**config.mk**
```make
export PLATFORM = sky130hd
export DESIGN_NAME = led_mux_scheduler
export DESIGN_NICKNAME = d
export VERILOG_FILES = /design/src/rtl/led_mux_scheduler.sv
export SDC_FILE = /design/constraint.sdc
export NUM_CORES = 1
export LEC_CHECK = 0
export CORE_AREA = 4 4 66 68
export DETAILED_ROUTE_END_ITERATION = 7
export DIE_AREA = 0 0 70 72
export GPL_ROUTABILITY_DRIVEN = 0
export SLEW_MARGIN = 15
export SYNTH_ARGS = -nofsm -noshare
export SYNTH_HDL_FRONTEND = slang
export SYNTH_SLANG_ARGS = --single-unit
export TNS_END_PERCENT = 1
```
**constraint.sdc**
```tcl
create_clock -name clk -period 2.4 [get_ports clk]
set_input_delay 0.48 -clock clk [delete_from_list [all_inputs] [get_ports clk]]
set_output_delay 0.48 -clock clk [all_outputs]
set_load 0.03 [all_outputs]
```
**src/rtl/led_mux_scheduler.sv**
```systemverilog
// Round-robin scheduler sharing the 8-bit LED output mux between four
// requesters, each owning the LEDs for a programmable dwell time.
module led_mux_scheduler #(
    parameter int DWELL_W = 8
) (
    input  logic               clk,
    input  logic               rst,
    input  logic [3:0]         req,
    input  logic [DWELL_W-1:0] dwell,
    input  logic               hold,
    output logic [1:0]         sel,
    output logic [3:0]         gnt,
    output logic               busy,
    output logic               done
);

    typedef enum logic {
        IDLE  = 1'b0,
        GRANT = 1'b1
    } state_t;

    state_t             state, state_n;
    logic [1:0]         ptr, ptr_n;
    logic [DWELL_W-1:0] cnt, cnt_n;
    logic [1:0]         sel_n;
    logic [3:0]         gnt_n;
    logic               busy_n;
    logic               done_n;

    logic [DWELL_W-1:0] dwell_eff;
    logic [1:0]         next_ptr;
    logic [2:0]         win_idle;
    logic [2:0]         win_rel;
    logic               own;
    logic               release_now;

    // Bit 2 flags a winner; bits 1:0 hold its index. Scanning from the far
    // end lets the closest set bit to start overwrite the others.
    function automatic logic [2:0] pick(input logic [3:0] r,
                                        input logic [1:0] start);
        logic [2:0] res;
        logic [1:0] idx;
        res = 3'b000;
        for (int i = 3; i >= 0; i--) begin
            idx = start + 2'(i);
            if (r[idx]) res = {1'b1, idx};
        end
        return res;
    endfunction

    assign dwell_eff   = (dwell == '0) ? DWELL_W'(1) : dwell;
    assign next_ptr    = sel + 2'd1;
    assign win_idle    = pick(req, ptr);
    assign win_rel     = pick(req, next_ptr);
    assign own         = req[sel];
    assign release_now = !own || (cnt == DWELL_W'(1) && !hold);

    always_ff @(posedge clk) begin
        if (rst) begin
            state <= IDLE;
            ptr   <= 2'd0;
            cnt   <= '0;
            sel   <= 2'd0;
            gnt   <= 4'd0;
            busy  <= 1'b0;
            done  <= 1'b0;
        end else begin
            state <= state_n;
            ptr   <= ptr_n;
            cnt   <= cnt_n;
            sel   <= sel_n;
            gnt   <= gnt_n;
            busy  <= busy_n;
            done  <= done_n;
        end
    end

    always_comb begin
        state_n = state;
        ptr_n   = ptr;
        cnt_n   = cnt;
        sel_n   = sel;
        gnt_n   = gnt;
        busy_n  = busy;
        done_n  = 1'b0;
        unique case (state)
            IDLE: begin
                gnt_n  = 4'd0;
                busy_n = 1'b0;
                if (win_idle[2]) begin
                    sel_n   = win_idle[1:0];
                    gnt_n   = 4'b0001 << win_idle[1:0];
                    busy_n  = 1'b1;
                    cnt_n   = dwell_eff;
                    state_n = GRANT;
                end
            end
            GRANT: begin
                if (release_now) begin
                    done_n = 1'b1;
                    ptr_n  = next_ptr;
                    if (win_rel[2]) begin
                        sel_n = win_rel[1:0];
                        gnt_n = 4'b0001 << win_rel[1:0];
                        cnt_n = dwell_eff;
                    end else begin
                        gnt_n   = 4'd0;
                        busy_n  = 1'b0;
                        state_n = IDLE;
                    end
                end else if (!hold) begin
                    cnt_n = cnt - DWELL_W'(1);
                end
            end
            default: state_n = IDLE;
        endcase
    end

endmodule

```
Word-level counts from Yosys, hierarchy flattened
Index checks and enable logic that the tools add are counted. Widths: inputs -> output; s select.

Input port bits: 15. Output and inout port bits: 8. Logic and storage cells: 92. Flip-flop bits (word level): 19.

Shift operators: 2. Magnitude comparators: 9. Reductions and logical operators: 10. $add $sub $neg: 8. Equality and inequality tests: 7. Multiplexer cells: 48. Bitwise operators: 1.

Operators by type and width (count): $mux 8 (5); $lt 2x3->1 const B (9); $mux 3 (8); $bmux 1 s2 (9); $pmux 8 s2 (1); $mux 1 (15); $mux 4 (3); $add 2x2->2 const B (4); $eq 8x1->1 const B (1); $logic_not 8->1 (1); $pmux 4 s2 (1); $shl 1x2->4 const A (2); $sub 8x1->8 const B (1); $add 2x1->2 const B (3); $mux 2 (3); $reduce_and 3->1 (2); $ne 2x1->1 const B (2); $ne 2x2->1 const B (2); $pmux 1 s2 (2); $pmux 2 s2 (1); $reduce_and 2->1 (2); $ne 3x2->1 const B (1); $ne 3x3->1 const B (1); $logic_not 1->1 (2); 4 further kinds (4).

Logic depth before layout (Yosys ltp)
Gate-level depths: netlist of run 1.

Depth after elaboration: 12. Mapped depth: 9. Depth with buffers taken out: 7.

Least setup slack after synthesis of run 1
No wires, ideal clock.

Kind: register to register. Start: register cnt[0]. End: register cnt[2]. Buffers on the path: 2. Setup slack: 0.240 ns. Required time: 2.272 ns. Library setup time: 0.128 ns. Cell stages (with the launch flop): 9. Arrival: 2.032 ns. Period minus slack after synthesis: 2.160 ns. Cells stage by stage: dfxtp_1 ha_1 or3b_2 or3_1 buf_6 and2_4 buf_6 a222oi_1 nor2_1.

Word-level cells in the longest chain between the ends: 5. Elaborated cells between the ends (all ways): 10. Those cells by class: add/sub (1); eq/ne (3); mux (3); reduce/logical (3).

RTL lines: start, declared (RTL line 24) `logic [DWELL_W-1:0] cnt, cnt_n;`; start signal, assigned (RTL line 70) `cnt <= cnt_n;`; parallel branches: the longest is 5 deep, another holds $sub 8x1->8.

Several ways; the timed one is not identified. The select of a mux whose other input is x is not followed. A chain may end at the register's enable or synchronous reset.

Worst setup path in the final report of run 1
Start: input port hold. End: register cnt[2].

Word-level cells in the longest chain between the ends: 5. Elaborated cells between the ends (all ways): 8. Those cells by class: eq/ne (2); mux (2); reduce/logical (4).

RTL lines: start, declared (RTL line 10) `input logic hold,`; $logic_not 1->1; $logic_and 1x1->1 (RTL line 56) `assign release_now = !own || (cnt == DWELL_W'(1) && !hold);`; $logic_or 1x1->1 (RTL line 56); $ne 3x3->1 (no line), or another cell as far along; $reduce_and 3->1 (no line) or $pmux 8 s2 (tied branches).

Parallel ways exist; a longest one is shown, timed or not.

==> results of run 1 <==
power breakdown:
group	switching (W)	internal [W]
sequential	0.0000554	0.000361
combinational	0.000230	0.000215
clock	0.000113	0.000116
total	0.000398	0.000691
sequential cells by signal, summed over array words and instances, names as in the netlist:
name and cells:
busy 1, cnt 8, done 1, gnt 4, ptr 2, sel 2
state 1
metal layers:
layer	up-vias	part of all wire (%)	routed length (um)	global-route usage [%]
met2	34	50	1780	26.8
met3	4	4.6	164	2.91
met5	-	0	0	0
li1	644	-	-	-
met1	645	44	1590	17.9
met4	0	1.0	36	4.47
cells in the final DEF, fill, tap and decap left out, types with 4 or more instances in the layout:
cell type,Yosys,final
nand2b_1,9,9
a211oi_1,4,4
clkdlybuf4s50_1,0,22
dfxtp_1,19,19
nor2_1,20,20
inv_1,6,6
nor2b_1,5,5
nand2_1,7,7
a21oi_1,9,9
nor3_1,6,6
buf_4,0,15
mux2i_1,5,5
o32ai_1,5,5
cells by family after synthesis:
group	share of synthesized area, %
AND/OR/NAND/NOR	25.9
AO/OA/AOI/OAI	28.2
flip-flops	29.8
buffers and inverters	6.66
multiplexers	6.86
adder cells (fa/ha/maj)	1.96
XOR/XNOR	0.686
worst max path at each step:
| stage | endpoint | startpoint | slack (ns) |
|---|---|---|---|
| floorplan | cnt[2] | cnt[0] | 0.24 |
| global placement | cnt[4] | hold | -0.08 |
| detailed placement | cnt[4] | hold | -0.13 |
| CTS | cnt[4] | hold | 0.14 |
| global route | cnt[2] | hold | 0.03 |
| finish | cnt[2] | hold | 0.12 |
critical path: stages:
cell             delay, ns
clkdlybuf4s50_1       0.44
or3b_2                0.46
or3_1                 0.43
and2_4                0.24
a222oi_1              0.31
nor2_1                0.07
final cells by class:
type,count,area [um^2]
multi-input combinational,119,812
tap,50,62.6
inverter,6,22.5
clock inverter,1,5.00
fill,406,2200
timing repair buffer,37,333
sequential,19,380
clock buffer,3,41.3
per-stage QoR:
stage	instance area, um^2	utilization (%)	power, W	worst slack, ns
floorplan	1280	-	0.000712	0.240
global placement	1610	41.8	0.000855	-0.0805
detailed placement	1610	41.8	0.000864	-0.131
CTS	1660	43.0	0.00109	0.143
global route	1660	43.0	0.00116	0.0288
finish	1660	43.0	0.00109	0.121
==> reports/metrics.yaml, run 1 <==
outcome:
  status: "finished, final reports clean"
timing:
  fin_tns_setup_ns: 0
  worst_pin_slew_ns: 0.495
  maxSlewHeadroom_pct: 66.9
  layout_min_cycle_time_ns: 2.28
  fin_skew_ns: 0.00218
  finalSetupViolCount: 0
  fmax_mhz: 439
  hold_viol_final: 0
  grt_setup_unrepaired: "no"
  whs_ns: 0.501
  final_max_slew_viol_count: 0
  fin_crit_sh_pct: 95.0
power:
  power_density_nw_per_um2: 658
  peakVddDrop_v: 0.000348
  p_leak_nw: 0.644
worst_setup_path:
  path_max_fanout: 8
  r2r-end: "cnt[2]"
  crit_arrival_ns: 2.43
  crit_required_ns: 2.55
  r2r_cells: 6
  rrSetupSlack_ns: 0.18
  crit_path_end_kind: "flip-flop"
  reg2reg_from: "cnt[0]"
  start_kind: "input port"
  worstSetupPathType: "in -> reg"
yosys:
  synth_commonest_cells: "nor2_1, dfxtp_1, a21oi_1, nand2b_1, clkbuf_1"
  yosysMostFrequentCell: "nor2_1"
  yosys_warnings: 0
  syn_area_per_cell_um2: 8.19
  postSynthCellCount: 156
  synth-edff-count: 0
  synth_ff_type: "dfxtp_1"
  synth_area_leader_cell: "dfxtp_1"
  synth_top_area_share_pct: 29.8
  seq_area_frac_synth_pct: 29.8
  yosys-top-cells-area: "dfxtp_1, nor2_1, nand2b_1"
  netlist_area_um2: 1280
  ys_ff_latch: 19
  synthArstFlopShare_pct: 0
  syn-num-nets: 173
  ys_types: 52
drt:
  antenna_left: 0
  drt_iter0_markers: 86
  route.vias.total: 1327
  routedWlPerCell_um: 15.2
  vias_per_cell: 5.65
  first_pass_iters: 4
  drcViolationCount: 0
  wl_um: 3580
clocking:
  cts_hold_buf: 0
  clock_sinks: 19
  clk_latency_ns: 0.26
  cts_resized: 0
  htree_levels: 1
  root_buffer: "clkbuf_8"
  path_clk_slew_ns: 0.07
  cts_setup_buffers: 0
  numCtsBuffers: 3
  cts_buffer_depth: 2
  cts_tree: "built"
die:
  ios: 23
  start_util_pct: 33.1
  rows: 23
  die_area_um2: 5040
  coreArea_um2: 3860
  die_w_um: 70
  die_h_um: 72
global_routing:
  grt_usage_pct: 14.8
  antenna_found_initial: 0
  grt_max_degree: 14
  grt_pass1_vias: 1350
  grt_pass1_wl_um: 6180
  gr-total-overflow: 0
placed_design:
  dp_hpwl_um: 2740
  port_buffers: 22
  placed_cells_incl_taps: 231
job:
  cap_viol_max_count: 0
layout:
  drive_gt1_share_pct: 16.2
  stdcell_count: 235
  syn2layout_area_growth_pct: 29.7
  antenna_cells: 0
  fin_nets: 203
worst_hold_path:
  min_path_cells: 2
  hp-start: "gnt[0]"
  whs_endpoint: "gnt[0]"
  hold_path.class: "reg -> reg"
Note: power is estimated with default switching activity, not from simulation.
==> run 2: changes to the inputs <==
--- a/config.mk
+++ b/config.mk
@@ -5,10 +5,11 @@
 export SDC_FILE = /design/constraint.sdc
 export NUM_CORES = 1
 export LEC_CHECK = 0
-export CORE_AREA = 4 4 66 68
+export CORE_AREA = 4 4 56 58
 export DETAILED_ROUTE_END_ITERATION = 7
-export DIE_AREA = 0 0 70 72
+export DIE_AREA = 0 0 60 62
 export GPL_ROUTABILITY_DRIVEN = 0
+export PLACE_DENSITY = 0.74
 export SLEW_MARGIN = 15
 export SYNTH_ARGS = -nofsm -noshare
 export SYNTH_HDL_FRONTEND = slang
==> reports/metrics.yaml, run 2 (synthesis results as in run 1) <==
outcome:
  status: "finished, final reports clean"
power:
  power_frac_comb_pct: 44.0
  p_switching_w: 0.000390
  peakVddDrop_v: 0.000614
  power_density_nw_per_um2: 640
  clockPowerShare_pct: 15.9
  p_int_w: 0.000644
  switching_share_pct: 37.7
  p_leak_nw: 0.637
  seq_power_share_pct: 40.1
drt:
  routedWlPerCell_um: 16.1
  vias_per_cell: 6.16
  antenna_left: 0
  drcViolationCount: 0
  wl_um: 3470
  route.vias.total: 1331
  drt_iter0_markers: 61
  first_pass_iters: 5
timing:
  fmax_mhz: 442
  fin_tns_setup_ns: 0
  layout_min_cycle_time_ns: 2.26
  final_max_slew_viol_count: 0
  maxSlewHeadroom_pct: 68.3
  hold_viol_final: 0
  whs_ns: 0.504
  finalSetupViolCount: 0
  fin_skew_ns: 0.00138
  worst_pin_slew_ns: 0.474
  grt_setup_unrepaired: "no"
  fin_crit_sh_pct: 94.2
die:
  coreArea_um2: 2660
  die_w_um: 60
  start_util_pct: 48.0
  ios: 23
  die_h_um: 62
  rows: 19
  die_area_um2: 3720
worst_setup_path:
  start_kind: "flip-flop"
  critPathMaxStageDelay_ns: 0.46
  crit_arrival_ns: 2.46
  crit_required_ns: 2.60
  cpMaxStageDelayCell: "or3b_2"
  crit_path_end_kind: "flip-flop"
  path_max_fanout: 8
  worstPathCellList: "inv_1, ha_1, or3b_2, or3_1, and2_4, buf_4, mux2i_1, o21ai_0"
  worstSetupPathType: "reg -> reg"
clocking:
  path_clk_slew_ns: 0.11
  numCtsBuffers: 3
  clock_sinks: 19
  root_buffer: "clkbuf_4"
  clk_latency_ns: 0.30
  cts_hold_buf: 0
  cts_tree: "built"
  cts_buffer_depth: 2
  htree_levels: 1
job:
  cap_viol_max_count: 0
layout:
  top_regs: "cnt: 8 flops, gnt: 4 flops"
  final_core_util_pct: 60.7
  largest_register_ffs: 8
  syn2layout_area_growth_pct: 26.4
  layout_common_cells: "clkdlybuf4s50_1, nor2_1, dfxtp_1"
  mostFrequentLayoutCell: "clkdlybuf4s50_1"
  regMostFlops: "cnt"
  fin_nets: 203
  antenna_cells: 0
  drive_gt1_share_pct: 16.2
global_routing:
  grt_usage_pct: 21.2
  grt_pass1_vias: 1290
  gr-total-overflow: 0
  antenna_found_initial: 0
  grt_pass1_wl_um: 5940
  grt_max_degree: 14
placed_design:
  dp_hpwl_um: 2750
  port_buffers: 22
worst_hold_path:
  hold_path.class: "reg -> reg"
==> run 2: path summary, 6_finish.rpt <==
path / startpoint / end / slack, ns / cells past startpoint
setup / recovery: cnt[1] / cnt[5] / 0.14 / 8
hold / removal: gnt[0] / gnt[0] / 0.50 / 2
setup reg to reg: cnt[1] / cnt[5] / 0.14 / 8
hold reg to reg: gnt[0] / gnt[0] / 0.50 / 2
==> run 2: through the flow <==
| step | std cells | total power (W) | setup WS, ns | area [um^2] |
|---|---|---|---|---|
| global route | 216 | 0.00111 | 0.00186 | 1620 |
| CTS | 216 | 0.00103 | 0.114 | 1610 |
| finish | 216 | 0.00103 | 0.140 | 1620 |
| detailed placement | 212 | 0.000870 | -0.182 | 1590 |
| global placement | 212 | 0.000856 | -0.123 | 1590 |
| floorplan | 156 | 0.000712 | 0.240 | 1280 |
==> run 2: cell type report <==
class | instances | area, um^2
Timing Repair Buffer | 37 | 333
Tap cell | 31 | 38.8
Inverter | 6 | 22.5
Fill cell | 254 | 1050
Clock buffer | 3 | 22.5
Multi-Input combinational cell | 119 | 813
Clock inverter | 1 | 5.00
Sequential cell | 19 | 380
==> run 2: critical path: cells and delay by family (launching register included) <==
family / cells / cell delay [ns]
compound gates: 1 / 0.09
fa+ha+maj: 1 / 0.17
buf+inv: 2 / 0.23
flops: 1 / 0.35
mux: 1 / 0.15
simple gates: 3 / 1.15
==> run 2: repair_timing <==
action                                 4_1_cts  5_1_grt
setup endpoints to repair                    0        1
endpoints found under the hold margin        0        0
resized for setup                            0        1
buffers inserted                             0        0
==> run 2: routing by layer <==
metal | up-vias | wire, um | global-route usage [%]
li1 | 643 | - | -
met1 | 625 | 1510 | 26.9
met2 | 54 | 1700 | 35.6
met3 | 9 | 210 | 4.34
met4 | 0 | 52 | 7.59
met5 | - | 0 | 0
==> run 2: power by group through the flow <==
stage          Clock [W]  Combinational (W)  Sequential [W]
2_1_floorplan          0           0.000277        0.000435
4_1_cts         0.000167           0.000452        0.000413
3_5_place_dp           0           0.000450        0.000420
5_1_grt         0.000185           0.000501        0.000421
3_3_place_gp           0           0.000439        0.000418
6_report        0.000165           0.000455        0.000414
==> run 3: changes to the inputs <==
==> constraint.sdc (replaced) <==
create_clock -name clk -period 2.4 [get_ports clk]
set_input_delay 0.48 -clock clk [delete_from_list [all_inputs] [get_ports clk]]
set_output_delay 0.48 -clock clk [all_outputs]
set_load 0.02 [all_outputs]
==> reports/metrics.yaml, run 3 (synthesis results as in run 1) <==
power:
  p_int_w: 0.000648
  p_leak_nw: 0.642
  seq_power_share_pct: 39.8
  switching_share_pct: 36.8
  peakVddDrop_v: 0.000628
  p_switching_w: 0.000377
  clockPowerShare_pct: 15.8
  power_density_nw_per_um2: 631
  power_frac_comb_pct: 44.4
timing:
  maxSlewHeadroom_pct: 67.4
  finalSetupViolCount: 0
  layout_min_cycle_time_ns: 2.27
  whs_ns: 0.511
  hold_viol_final: 0
  worst_pin_slew_ns: 0.487
  fin_crit_sh_pct: 94.7
  final_max_slew_viol_count: 0
  fin_skew_ns: 0.00938
  fmax_mhz: 440
  grt_setup_unrepaired: "no"
  fin_ws_ns: 0.127
clocking:
  htree_levels: 1
  cts_hold_buf: 0
  numCtsBuffers: 3
  clk_latency_ns: 0.29
  root_buffer: "clkbuf_4"
  cts_resized: 0
  cts_setup_buffers: 0
  cts_buffer_depth: 2
  path_clk_slew_ns: 0.12
  cts_tree: "built"
  clock_sinks: 19
worst_setup_path:
  crit_required_ns: 2.59
  crit_path_end_kind: "flip-flop"
  path_max_fanout: 8
  crit_arrival_ns: 2.46
  start_kind: "input port"
  worstSetupPathType: "in -> reg"
global_routing:
  gr-total-overflow: 0
  grt_pass1_vias: 1227
  antenna_found_initial: 0
  grt_usage_pct: 21.1
  grt_max_degree: 14
  grt_pass1_wl_um: 5840
layout:
  fin_nets: 204
  final_core_util_pct: 60.9
  syn2layout_area_growth_pct: 27.0
  mostFrequentLayoutCell: "clkdlybuf4s50_1"
  largest_register_ffs: 8
  drive_gt1_share_pct: 16.7
  antenna_cells: 0
  layout_common_cells: "clkdlybuf4s50_1, nor2_1, dfxtp_1"
  regMostFlops: "cnt"
  top_regs: "cnt: 8 flops, gnt: 4 flops"
drt:
  vias_per_cell: 6.07
  route.vias.total: 1318
  antenna_left: 0
  drcViolationCount: 0
  first_pass_iters: 4
  drt_iter0_markers: 64
  routedWlPerCell_um: 16.8
  wl_um: 3640
placed_design:
  port_buffers: 22
  post-place-ws_ns: -0.162
  dp_hpwl_um: 2800
die:
  die_w_um: 60
  die_h_um: 62
  die_area_um2: 3720
  start_util_pct: 48.0
  ios: 23
  rows: 19
  coreArea_um2: 2660
outcome:
  status: "finished, final reports clean"
worst_hold_path:
  hold_path.class: "reg -> reg"
job:
  cap_viol_max_count: 0
-- run 3: cell count changes in the layout (fill, tap and decap cells not counted) --
cell / change
buf_4: +1
-- run 3: stage by stage --
| step | power, W | TNS, ns | cells | instance area (um^2) |
|---|---|---|---|---|
| after CTS | 0.00103 | 0 | 217 | 1620 |
| after global routing | 0.00110 | 0 | 217 | 1620 |
| after global placement | 0.000847 | -0.583 | 213 | 1590 |
| after floorplan | 0.000697 | 0 | 156 | 1280 |
| final | 0.00102 | 0 | 217 | 1620 |
| after detailed placement | 0.000859 | -1.53 | 213 | 1590 |
-- run 3: worst paths after layout --
path	endpoint	start	cells past startpoint	slack, ns
worst max-delay path	cnt[2]	hold	6	0.13
worst min-delay path	gnt[3]	gnt[3]	2	0.51
worst min register to register	gnt[3]	gnt[3]	2	0.51
worst max register to register	cnt[2]	cnt[1]	7	0.14
-- run 3: cell type report --
class	count	area, um^2
multi-input cells	119	813
clock buffers	3	22.5
inverters	6	22.5
clock inverters	1	5.00
well taps	31	38.8
repair buffers	38	340
fillers	243	1040
flip-flops and latches	19	380
-- run 3: critical path: stages --
cell             delay, ns
clkdlybuf4s50_1       0.44
or3b_2                0.47
or3_1                 0.45
and2_4                0.24
a222oi_1              0.30
nor2_1                0.07
-- run 3: routing by layer --
layer | track usage [%] | part of all wire (%)
met5 | 0 | 0
met4 | 7.28 | 1.8
met3 | 3.72 | 6.6
met2 | 35.0 | 48
met1 | 27.6 | 44
-- run 3: power by group through the flow --
stage | Clock, W | Combinational [W] | Sequential, W
global placement | 0 | 0.000435 | 0.000412
global route | 0.000189 | 0.000497 | 0.000415
CTS | 0.000168 | 0.000450 | 0.000407
finish | 0.000161 | 0.000455 | 0.000408
detailed placement | 0 | 0.000445 | 0.000414
floorplan | 0 | 0.000277 | 0.000420
